**config.mk**
```make
export PLATFORM = sky130hd
export DESIGN_NAME = mem_sram_ctrl_flat
export DESIGN_NICKNAME = d
export VERILOG_FILES = /design/src/rtl/mem_sram_ctrl_if.sv /design/src/rtl/mem_sram_ctrl.sv /design/src/flat_wrapper.sv
export SDC_FILE = /design/constraint.sdc
export NUM_CORES = 1
export LEC_CHECK = 0
export CORE_MARGIN = 4
export CORE_UTILIZATION = 40
export CTS_BUF_LIST = sky130_fd_sc_hd__clkbuf_4
export CTS_CLUSTER_SIZE = 10
export DETAILED_ROUTE_END_ITERATION = 10
export GPL_TIMING_DRIVEN = 1
export HOLD_SLACK_MARGIN = 0.05
export PLACE_DENSITY = 0.81
export REMOVE_ABC_BUFFERS = 1
export SLEW_MARGIN = 10
export SYNTH_ARGS = -nofsm -noshare
export SYNTH_HDL_FRONTEND = slang
export SYNTH_SLANG_ARGS = --single-unit
```
**constraint.sdc**
```tcl
create_clock -name clk -period 2.4 [get_ports clk]
set_input_delay 0.48 -clock clk [delete_from_list [all_inputs] [get_ports clk]]
set_output_delay 0.48 -clock clk [all_outputs]
set_load 0.05 [all_outputs]
```
**src/rtl/mem_sram_ctrl_if.sv**
```systemverilog
// mem_sram_ctrl_if: fetch/data request bus plus async SRAM pad signals
interface mem_sram_ctrl_if #(parameter int ADDR_W = 18);
    logic [31:0]       inst_addr;
    logic [31:0]       inst_out;
    logic              inst_ready;
    logic [31:0]       data_addr;
    logic [31:0]       data_wdata;
    logic [3:0]        data_be;
    logic              data_read;
    logic              data_write;
    logic [31:0]       data_rdata;
    logic              data_ready;
    logic [ADDR_W-1:0] sram_addr;
    logic [31:0]       sram_dq_o;
    logic [31:0]       sram_dq_i;
    logic              sram_dq_oe;
    logic              sram_ce_n;
    logic              sram_oe_n;
    logic              sram_we_n;
    logic [3:0]        sram_be_n;
    modport master (
        output inst_addr, data_addr, data_wdata, data_be, data_read, data_write, sram_dq_i,
        input  inst_out, inst_ready, data_rdata, data_ready,
               sram_addr, sram_dq_o, sram_dq_oe, sram_ce_n, sram_oe_n, sram_we_n, sram_be_n
    );
    modport slave (
        input  inst_addr, data_addr, data_wdata, data_be, data_read, data_write, sram_dq_i,
        output inst_out, inst_ready, data_rdata, data_ready,
               sram_addr, sram_dq_o, sram_dq_oe, sram_ce_n, sram_oe_n, sram_we_n, sram_be_n
    );
endinterface

```
**src/rtl/mem_sram_ctrl.sv**
```systemverilog
// mem_sram_ctrl: serves data load/store then instruction fetch over one async SRAM, completing both together
module mem_sram_ctrl #(
    parameter int WAIT_CYCLES = 2,
    parameter int ADDR_W      = 18
) (
    input logic           clk,
    input logic           rst,
    mem_sram_ctrl_if.slave bus
);
    if (WAIT_CYCLES < 2) begin : g_bad_wait
        $error("mem_sram_ctrl: WAIT_CYCLES must be 2 or more");
    end

    localparam int CW = $clog2(WAIT_CYCLES);
    localparam logic [CW-1:0] LAST = CW'(WAIT_CYCLES - 1);
    localparam logic [CW-1:0] PRE  = CW'(WAIT_CYCLES - 2);

    typedef enum logic [2:0] {IDLE, D_RD, D_WR, I_RD, DONE} state_t;

    state_t        state;
    logic [CW-1:0] cnt;
    logic          op_data;

    always_ff @(posedge clk) begin
        if (rst) begin
            state          <= IDLE;
            cnt            <= '0;
            op_data        <= 1'b0;
            bus.inst_ready <= 1'b0;
            bus.data_ready <= 1'b0;
            bus.inst_out   <= '0;
            bus.data_rdata <= '0;
            bus.sram_addr  <= '0;
            bus.sram_dq_o  <= '0;
            bus.sram_dq_oe <= 1'b0;
            bus.sram_ce_n  <= 1'b1;
            bus.sram_oe_n  <= 1'b1;
            bus.sram_we_n  <= 1'b1;
            bus.sram_be_n  <= 4'hF;
        end else begin
            bus.inst_ready <= 1'b0;
            bus.data_ready <= 1'b0;
            case (state)
                IDLE: begin
                    cnt           <= '0;
                    bus.sram_ce_n <= 1'b0;
                    if (bus.data_read || bus.data_write) begin
                        op_data       <= 1'b1;
                        bus.sram_addr <= bus.data_addr[ADDR_W+1:2];
                        if (bus.data_write) begin
                            state          <= D_WR;
                            bus.sram_dq_o  <= bus.data_wdata;
                            bus.sram_dq_oe <= 1'b1;
                            bus.sram_oe_n  <= 1'b1;
                            bus.sram_we_n  <= 1'b0;
                            bus.sram_be_n  <= ~bus.data_be;
                        end else begin
                            state         <= D_RD;
                            bus.sram_oe_n <= 1'b0;
                            bus.sram_be_n <= 4'h0;
                        end
                    end else begin
                        state         <= I_RD;
                        op_data       <= 1'b0;
                        bus.sram_addr <= bus.inst_addr[ADDR_W+1:2];
                        bus.sram_oe_n <= 1'b0;
                        bus.sram_be_n <= 4'h0;
                    end
                end
                D_RD, D_WR: begin
                    if (cnt == LAST) begin
                        state          <= I_RD;
                        cnt            <= '0;
                        bus.sram_addr  <= bus.inst_addr[ADDR_W+1:2];
                        bus.sram_dq_oe <= 1'b0;
                        bus.sram_oe_n  <= 1'b0;
                        bus.sram_we_n  <= 1'b1;
                        bus.sram_be_n  <= 4'h0;
                        if (state == D_RD) bus.data_rdata <= bus.sram_dq_i;
                    end else begin
                        cnt <= cnt + 1'b1;
                        // last write cycle releases we_n while data stays on the bus
                        if (state == D_WR) bus.sram_we_n <= (cnt == PRE);
                    end
                end
                I_RD: begin
                    if (cnt == LAST) begin
                        state          <= DONE;
                        bus.inst_out   <= bus.sram_dq_i;
                        bus.inst_ready <= 1'b1;
                        bus.data_ready <= op_data;
                        bus.sram_ce_n  <= 1'b1;
                        bus.sram_oe_n  <= 1'b1;
                        bus.sram_be_n  <= 4'hF;
                    end else begin
                        cnt <= cnt + 1'b1;
                    end
                end
                default: state <= IDLE;
            endcase
        end
    end
endmodule

```
**src/flat_wrapper.sv**
```systemverilog
// flat-port wrapper written by rule: the top's interface ports become plain ports
module mem_sram_ctrl_flat 
#(
    parameter int WAIT_CYCLES = 2,
    parameter int ADDR_W      = 18
)
  (clk, rst, bus_inst_addr, bus_data_addr, bus_data_wdata, bus_data_be, bus_data_read, bus_data_write, bus_sram_dq_i, bus_inst_out, bus_inst_ready, bus_data_rdata, bus_data_ready, bus_sram_addr, bus_sram_dq_o, bus_sram_dq_oe, bus_sram_ce_n, bus_sram_oe_n, bus_sram_we_n, bus_sram_be_n);
  mem_sram_ctrl_if #(.ADDR_W(ADDR_W)) bus_i ();
  input logic clk;
  input logic rst;
  input wire logic [$bits(bus_i.inst_addr)-1:0] bus_inst_addr;
  input wire logic [$bits(bus_i.data_addr)-1:0] bus_data_addr;
  input wire logic [$bits(bus_i.data_wdata)-1:0] bus_data_wdata;
  input wire logic [$bits(bus_i.data_be)-1:0] bus_data_be;
  input wire logic [$bits(bus_i.data_read)-1:0] bus_data_read;
  input wire logic [$bits(bus_i.data_write)-1:0] bus_data_write;
  input wire logic [$bits(bus_i.sram_dq_i)-1:0] bus_sram_dq_i;
  output wire logic [$bits(bus_i.inst_out)-1:0] bus_inst_out;
  output wire logic [$bits(bus_i.inst_ready)-1:0] bus_inst_ready;
  output wire logic [$bits(bus_i.data_rdata)-1:0] bus_data_rdata;
  output wire logic [$bits(bus_i.data_ready)-1:0] bus_data_ready;
  output wire logic [$bits(bus_i.sram_addr)-1:0] bus_sram_addr;
  output wire logic [$bits(bus_i.sram_dq_o)-1:0] bus_sram_dq_o;
  output wire logic [$bits(bus_i.sram_dq_oe)-1:0] bus_sram_dq_oe;
  output wire logic [$bits(bus_i.sram_ce_n)-1:0] bus_sram_ce_n;
  output wire logic [$bits(bus_i.sram_oe_n)-1:0] bus_sram_oe_n;
  output wire logic [$bits(bus_i.sram_we_n)-1:0] bus_sram_we_n;
  output wire logic [$bits(bus_i.sram_be_n)-1:0] bus_sram_be_n;
  assign bus_i.inst_addr = bus_inst_addr;
  assign bus_i.data_addr = bus_data_addr;
  assign bus_i.data_wdata = bus_data_wdata;
  assign bus_i.data_be = bus_data_be;
  assign bus_i.data_read = bus_data_read;
  assign bus_i.data_write = bus_data_write;
  assign bus_i.sram_dq_i = bus_sram_dq_i;
  assign bus_inst_out = bus_i.inst_out;
  assign bus_inst_ready = bus_i.inst_ready;
  assign bus_data_rdata = bus_i.data_rdata;
  assign bus_data_ready = bus_i.data_ready;
  assign bus_sram_addr = bus_i.sram_addr;
  assign bus_sram_dq_o = bus_i.sram_dq_o;
  assign bus_sram_dq_oe = bus_i.sram_dq_oe;
  assign bus_sram_ce_n = bus_i.sram_ce_n;
  assign bus_sram_oe_n = bus_i.sram_oe_n;
  assign bus_sram_we_n = bus_i.sram_we_n;
  assign bus_sram_be_n = bus_i.sram_be_n;
  mem_sram_ctrl #(.WAIT_CYCLES(WAIT_CYCLES), .ADDR_W(ADDR_W)) u_core (.clk(clk), .rst(rst), .bus(bus_i));
endmodule
```
==> results of run 1 <==
## Yosys cell counts (all sizes together)
| cell type | n | area (um^2) |
|---|---|---|
| o21ai | 25 | 125.1 |
| o21bai | 1 | 7.510 |
| nand2b | 2 | 12.51 |
| nand2 | 129 | 486.7 |
| or3b | 2 | 17.52 |
| nor3b | 2 | 26.28 |
| a221o | 4 | 40.04 |
| a211oi | 19 | 142.6 |
| or4b | 1 | 10.01 |
| nand3 | 19 | 95.09 |
| a211o | 1 | 8.760 |
| or2 | 1 | 6.260 |
| dfxtp | 129 | 2582 |
| buf | 36 | 232.7 |
| and3b | 1 | 8.760 |
| o21a | 1 | 7.510 |
| xnor2 | 2 | 36.29 |
| nand4bb | 1 | 11.26 |
| nor3 | 1 | 10.01 |
| a2111oi | 1 | 8.760 |
| xor2 | 1 | 27.53 |
| a21oi | 70 | 354.1 |
| nor4b | 3 | 41.29 |
| a21o | 1 | 7.510 |
| clkbuf | 15 | 56.30 |
| inv | 2 | 7.510 |
| a21bo | 1 | 10.01 |
| a311oi | 18 | 220.2 |
| a22o | 32 | 280.3 |
| and2 | 1 | 6.260 |
| and4bb | 1 | 12.51 |
| a31oi | 1 | 12.51 |
| nor2b | 2 | 20.02 |
| nor2 | 4 | 15.01 |
## cell families after synthesis
logic type	count (synthesis)	synth area share, %
AOI/OAI and AO/OA	175	24.76
and+or+nand+nor	170	15.76
DFF	129	52.20
buffers and inverters	53	5.994
xor gates and xnor gates	3	1.290
## per-layer routing
metal / up-vias / routed length [um] / share of wire, % / global-route usage, %
li1: 2321 / - / - / -
met5: - / 0 / 0 / 0
met2: 236 / 7210 / 48 / 34.55
met1: 2268 / 6323 / 42 / 24.34
met3: 20 / 1433 / 9.4 / 8.832
met4: 0 / 206 / 1.4 / 7.820
## flip-flops by register name, indices dropped and copies added, names as in the netlist
signal / count
u_core.op_data: 1
u_core.bus.sram_we_n: 1
u_core.bus.sram_ce_n: 1
u_core.bus.inst_ready: 1
u_core.bus.sram_dq_o: 32
u_core.state: 3
u_core.cnt: 1
u_core.bus.data_ready: 1
u_core.bus.sram_addr: 18
u_core.bus.sram_be_n: 4
u_core.bus.inst_out: 32
u_core.bus.sram_oe_n: 1
u_core.bus.data_rdata: 32
u_core.bus.sram_dq_oe: 1
## per-stage QoR
stage,cell area (um^2),setup slack [ns]
floorplan,4658,0.06746
global placement,7315,0.2718
detailed placement,7315,0.2212
CTS,7611,0.1105
global route,7614,0.06725
finish,7614,0.1769
## cells in the final DEF, fill, tap and decap left out, types with 2 or more instances in the layout
master           count
nand2_1            128
inv_1                2
clkinv_2             2
nor2_1               4
clkbuf_4            18
nand3_1             19
clkinv_1             3
nor4b_1              2
buf_4               18
a22o_1              32
nand2b_1             2
inv_6                2
clkinv_4             2
o21ai_1              2
o21ai_0             23
or3b_1               2
a311oi_2            10
a211oi_1            19
a311oi_1             8
clkinvlp_4           2
bufinv_16            3
clkdlybuf4s50_1    230
dfxtp_1            129
a21oi_1             69
a221o_1              4
## where the power goes
part	switching (mW)	total (mW)	leakage, nW	internal (mW)
logic	1.28	2.04	1.47	0.757
clock network	0.820	1.55	0.155	0.728
registers	0.120	2.46	1.05	2.34
## worst max-delay path by stage
stage / slack, ns / start / end / cells past startpoint
2_1_floorplan: 0.07 / u_core.state[0] / u_core.bus.inst_out[0] / 3
5_1_grt: 0.07 / u_core.bus.data_rdata[19] / bus_data_rdata[19] / 1
3_3_place_gp: 0.27 / bus_data_write / u_core.bus.sram_dq_o[30] / 5
3_5_place_dp: 0.22 / bus_data_write / u_core.bus.sram_dq_o[5] / 5
4_1_cts: 0.11 / u_core.bus.inst_out[8] / bus_inst_out[8] / 1
6_report: 0.18 / u_core.bus.inst_out[8] / bus_inst_out[8] / 1
## cell type report
cell class	instances	area [um^2]
clock buffers	18	135.1
repair buffers	248	2437
diodes	1	2.502
inverters	2	7.507
fillers	955	4448
multi-input cells	348	2077
well taps	168	210.2
clock inverters	14	161.4
flip-flops and latches	129	2582
==> summary.txt, run 1 <==
Outcome
  – Status: complete, no violations

Die
  – Area of the core: 12060 um^2
  – Initial Util: 41.02%
  – Number of top-level pins: 260
  – Row cnt: 40
  – Die outline width: roughly 120 um
  – Die Y-Extent: 119.2 um
  – Die area: ~14000 um^2

Critical path
  – Peak fanout along the critical path: 2
  – Buf/Inv on CP: 1
  – Kind of critical path: flip-flop to output port
  – Reg-to-reg critical path startpoint: u_core.state[2]
  – Worst path max stage delay: 0.82 ns
  – Crit start category: flip-flop
  – CP Capture Type: output port
  – Arr. time, crit path: 1.74 ns
  – Req. time, crit path: around 1.9 ns
  – Largest delay share family, worst path: buffers and inverters
  – Reg-to-reg critical path endpoint: u_core.bus.data_rdata[6]
  – Worst path slowest cell: clkdlybuf4s50_1
  – R2R setup slack: 0.35 ns
  – Worst path cell trace: clkdlybuf4s50_1
  – Reg2reg path depth: 3

CTS
  – Clock Pin Slew Worst Setup and Hold Paths: 0.11 ns
  – CTS Root Cell: clkbuf_4
  – Max Root-Sink Buffers: 2
  – Post-CTS Setup Bufs: 0
  – CTS H-tree lvls: 4
  – Hold buffers post-CTS: 0
  – Clock sinks: 129
  – CTS tree: yes
  – Resize count post-CTS: 0
  – Clock latency at the later pin of the worst-skew pair: 0.54 ns
  – CTS buffer count: 17

Placement
  – Placed instance count: 895
  – Detail Placement HPWL: 10660 um
  – Gp weighted congestion: 0.7727
  – Input/output buffers: 231

Layout
  – Cell Count, Final, Fillers Out: roughly 930
  – Final core utilization: a little over three fifths
  – Nets@finish: 882
  – Synth-to-layout area growth: 53.89%
  – Share of post-route cells with drive strength above 1: 8.827%

STA
  – Fin. max-slew vios: 0
  – Slew HR: 18.34%
  – Min cycle time layout: 2.223 ns
  – Fmax achieved: 0.4498 GHz
  – RSZ-0062 raised after global routing: false
  – Count of final hold-check violations: 0
  – Setup Viol. Count Final: 0
  – Clock Skews: 0.01390 ns
  – WHS: 0.2225 ns
  – Setup tns final: 0 ns
  – Fin crit share: between 90 and 100%
  – Actual slew at the worst max-slew pin: 1.225 ns

Hold path
  – Hold Path Depth: 2
  – Hold-critical path endpoint: u_core.state[2]
  – HP Class: input pin to flip-flop
  – Hold Crit Start: rst

Drt
  – DRC: 0
  – Pre-Repair DR Iteration Count: 4
  – Vias per cell: 5.221
  – Drt wl/cell: ~16 um
  – Final ANT Viol Nets: 0
  – DR vias: slightly below 5000
  – Total Wirelength: roughly 15000 um
  – Iteration-0 DRC count of the detailed router: 386

Synthesis
  – Cell Area, Synth: 4947 um^2
  – Cells after Synth: between 500 and 600
  – Synth warn: 0
  – Yosys cell types: 45
  – Register area share after synthesis: 52.20%
  – FF+latch count, synth: between 100 and 150
  – Post-synthesis average cell area: 9.334 um^2

Global route
  – Overflow after GRT: 0
  – First-pass GRT wire length: 24040 um
  – Tot GR Track Use: 21.00%
  – Maximum number of pins on one net before global-route repair: 48
  – Initial antenna violation count: 1
  – Vias in the first global route: ~4800

Power
  – Power per Cell Area: slightly below 800 nW/um^2
  – Worst vdd ir: around 0.00042 V
  – Leakage: around 2.7 nW
  – Total power draw: 6.046 mW

Run
  – Max-cap violations: 0
No activity file was read; power rests on OpenSTA's default activity.
==> run 2: changes to the inputs <==
- GPL_TIMING_DRIVEN: 1 -> 0
- PLACE_DENSITY: 0.81 -> 0.9
==> summary.txt, run 2 (synthesized netlist as in run 1, its figures left out) <==
Layout
  – Nets@finish: 871 (was 882)
  – Commonest non-fill, non-tap cell in the layout: clkdlybuf4s50_1 (unchanged)
  – Commonest cells after routing, fill and taps aside: clkdlybuf4s50_1, nand2_1, dfxtp_1 (was clkdlybuf4s50_1, dfxtp_1, nand2_1)
  – Synth-to-layout area growth: 52.93% (was 53.89%)
  – Fin area: 7566 um^2 (was 7614 um^2)
  – Biggest regs: u_core.bus.data_rdata x32, u_core.bus.inst_out x32, u_core.bus.sram_dq_o x32 (unchanged)
  – ANT cells: 0 (was 1)
  – Share of post-route cells with drive strength above 1: 8.690% (was 8.827%)
  – Layout fillers: 948 (was 955)

STA
  – Setup Viol. Count Final: 0 (unchanged)
  – Min cycle time layout: 2.184 ns (was 2.223 ns)
  – Fin crit share: 91.00% (was 92.63%)
  – Fin. max-slew vios: 0 (unchanged)
  – Clock Skews: 0.01985 ns (was 0.01390 ns)
  – Actual slew at the worst max-slew pin: 1.125 ns (was 1.225 ns)
  – Count of final hold-check violations: 0 (unchanged)
  – Slew HR: 24.75% (was 18.34%)
  – RSZ-0062 raised after global routing: false (unchanged)
  – Fmax achieved: 0.4579 GHz (was 0.4498 GHz)

CTS
  – CTS buffer count: 17 (unchanged)
  – CTS Root Cell: clkbuf_4 (unchanged)
  – Clock sinks: 129 (unchanged)
  – Max Root-Sink Buffers: 2 (unchanged)
  – Clock latency at the later pin of the worst-skew pair: 0.51 ns (was 0.54 ns)
  – CTS H-tree lvls: 4 (unchanged)
  – Clock Pin Slew Worst Setup and Hold Paths: 0.12 ns (was 0.11 ns)
  – CTS tree: yes (unchanged)

Placement
  – Input/output buffers: 231 (unchanged)
  – Gp weighted congestion: 0.7737 (was 0.7727)
  – Dpl cell area: 7258 um^2 (was 7315 um^2)
  – Detail Placement HPWL: 10890 um (was 10660 um)

Die
  – Initial Util: 41.02% (unchanged)
  – Row cnt: 40 (unchanged)
  – Number of top-level pins: 260 (unchanged)
  – Die outline width: 119.2 um (unchanged)
  – Die Y-Extent: 119.2 um (unchanged)
  – Die area: 14210 um^2 (unchanged)
  – Area of the core: 12060 um^2 (unchanged)

Global route
  – First-pass GRT wire length: 23940 um (was 24040 um)
  – Overflow after GRT: 0 (unchanged)
  – Maximum number of pins on one net before global-route repair: 50 (was 48)
  – Tot GR Track Use: 20.67% (was 21.00%)
  – Vias in the first global route: 4790 (was 4815)
  – Initial antenna violation count: 0 (was 1)

Critical path
  – Largest delay share family, worst path: buffers and inverters (unchanged)
  – Peak fanout along the critical path: 2 (unchanged)
  – Crit start category: flip-flop (unchanged)
  – CP Capture Type: output port (unchanged)
  – Arr. time, crit path: 1.70 ns (was 1.74 ns)
  – Kind of critical path: flip-flop to output port (unchanged)
  – Req. time, crit path: 1.92 ns (about the same)
  – Worst path slowest cell: clkdlybuf4s50_1 (unchanged)
  – Worst path max stage delay: 0.82 ns (about the same)
  – Buf/Inv on CP: 1 (unchanged)
  – Worst path cell trace: clkdlybuf4s50_1 (unchanged)

Hold path
  – HP Class: input pin to flip-flop (unchanged)

Power
  – Power per Cell Area: 772.7 nW/um^2 (was 794.1 nW/um^2)
  – Total power draw: 5.847 mW (was 6.046 mW)
  – Worst vdd ir: 0.0004203 V (was 0.0004246 V)
  – Leakage: 2.631 nW (was 2.680 nW)

Drt
  – Vias per cell: 5.242 (was 5.221)
  – DRC: 0 (unchanged)
  – Iteration-0 DRC count of the detailed router: 311 (was 386)
  – Final ANT Viol Nets: 0 (unchanged)
  – Drt wl/cell: 16.51 um (was 16.35 um)
  – Pre-Repair DR Iteration Count: 4 (unchanged)
  – Total Wirelength: 15120 um (was 15170 um)
  – DR vias: 4802 (was 4845)

Outcome
  – Status: complete, no violations (unchanged)

Run
  – Max-cap violations: 0 (unchanged)
-- run 2: cell types whose count changed in the layout (fill, tap and decap cells not counted), sizes merged --
cell	change
inv	+1
nor3	+1
buf	-12
clkbuf	-1
diode	-1
bufinv	-2
clkinv	+2
-- run 2: worst paths after layout --
kind                                 start                   endpoint  slack (ns)  depth (start not counted)
setup / recovery   u_core.bus.inst_out[12]           bus_inst_out[12]        0.22                          1
hold / removal                         rst  u_core.bus.data_rdata[17]        0.43                          2
setup reg to reg           u_core.state[2]   u_core.bus.sram_dq_o[20]        0.28                          3
hold reg to reg   u_core.bus.data_rdata[1]   u_core.bus.data_rdata[1]        0.46                          2
-- run 2: what timing repair did --
action | 4_1_cts | 5_1_grt
cloned | 0 | 1
setup endpoints to repair | 87 | 21
buffers inserted | 1 | 0
hold buffers | 0 | 0
resized for setup | 3 | 4
pin swaps | 1 | 1
-- run 2: final cells by class --
cell class                      count  area [um^2]  share of cell area [%]
Clock buffer                       17        127.6                   1.687
Multi-Input combinational cell    349         2105                   27.82
Clock inverter                     15        135.1                   1.786
Inverter                            2        7.507                 0.09922
Tap cell                          168        210.2                   2.778
Timing Repair Buffer              236         2396                   31.67
Sequential cell                   129         2585                   34.17
-- run 2: where the power goes --
| group | leakage, nW | switching (mW) | internal [mW] |
|---|---|---|---|
| clock | 0.142 | 0.843 | 0.522 |
| sequential | 1.05 | 0.164 | 2.34 |
| combinational | 1.44 | 1.24 | 0.735 |
| total | 2.63 | 2.25 | 3.60 |
-- run 2: per-layer routing --
metal	GRT usage, %	up-vias	part of all wire, %
met5	0	-	0
met4	7.458	0	2.4
met3	6.695	36	7.3
met2	38.22	216	52
met1	21.74	2253	38
li1	-	2297	-
-- run 2: metrics by stage --
stage | instances | TNS [ns] | util, % | setup slack, ns | hold WS [ns]
3_5_place_dp | 882 | -27.09 | 60.18 | -0.4740 | 0.4459
3_3_place_gp | 878 | -228.17 | 59.53 | -2.964 | 0.4414
5_1_grt | 916 | 0 | 62.73 | 0.05862 | 0.4044
6_report | 916 | 0 | 62.73 | 0.2159 | 0.4322
2_1_floorplan | 479 | 0 | - | 0.06746 | 0.4305
4_1_cts | 915 | 0 | 62.59 | 0.05390 | 0.3740
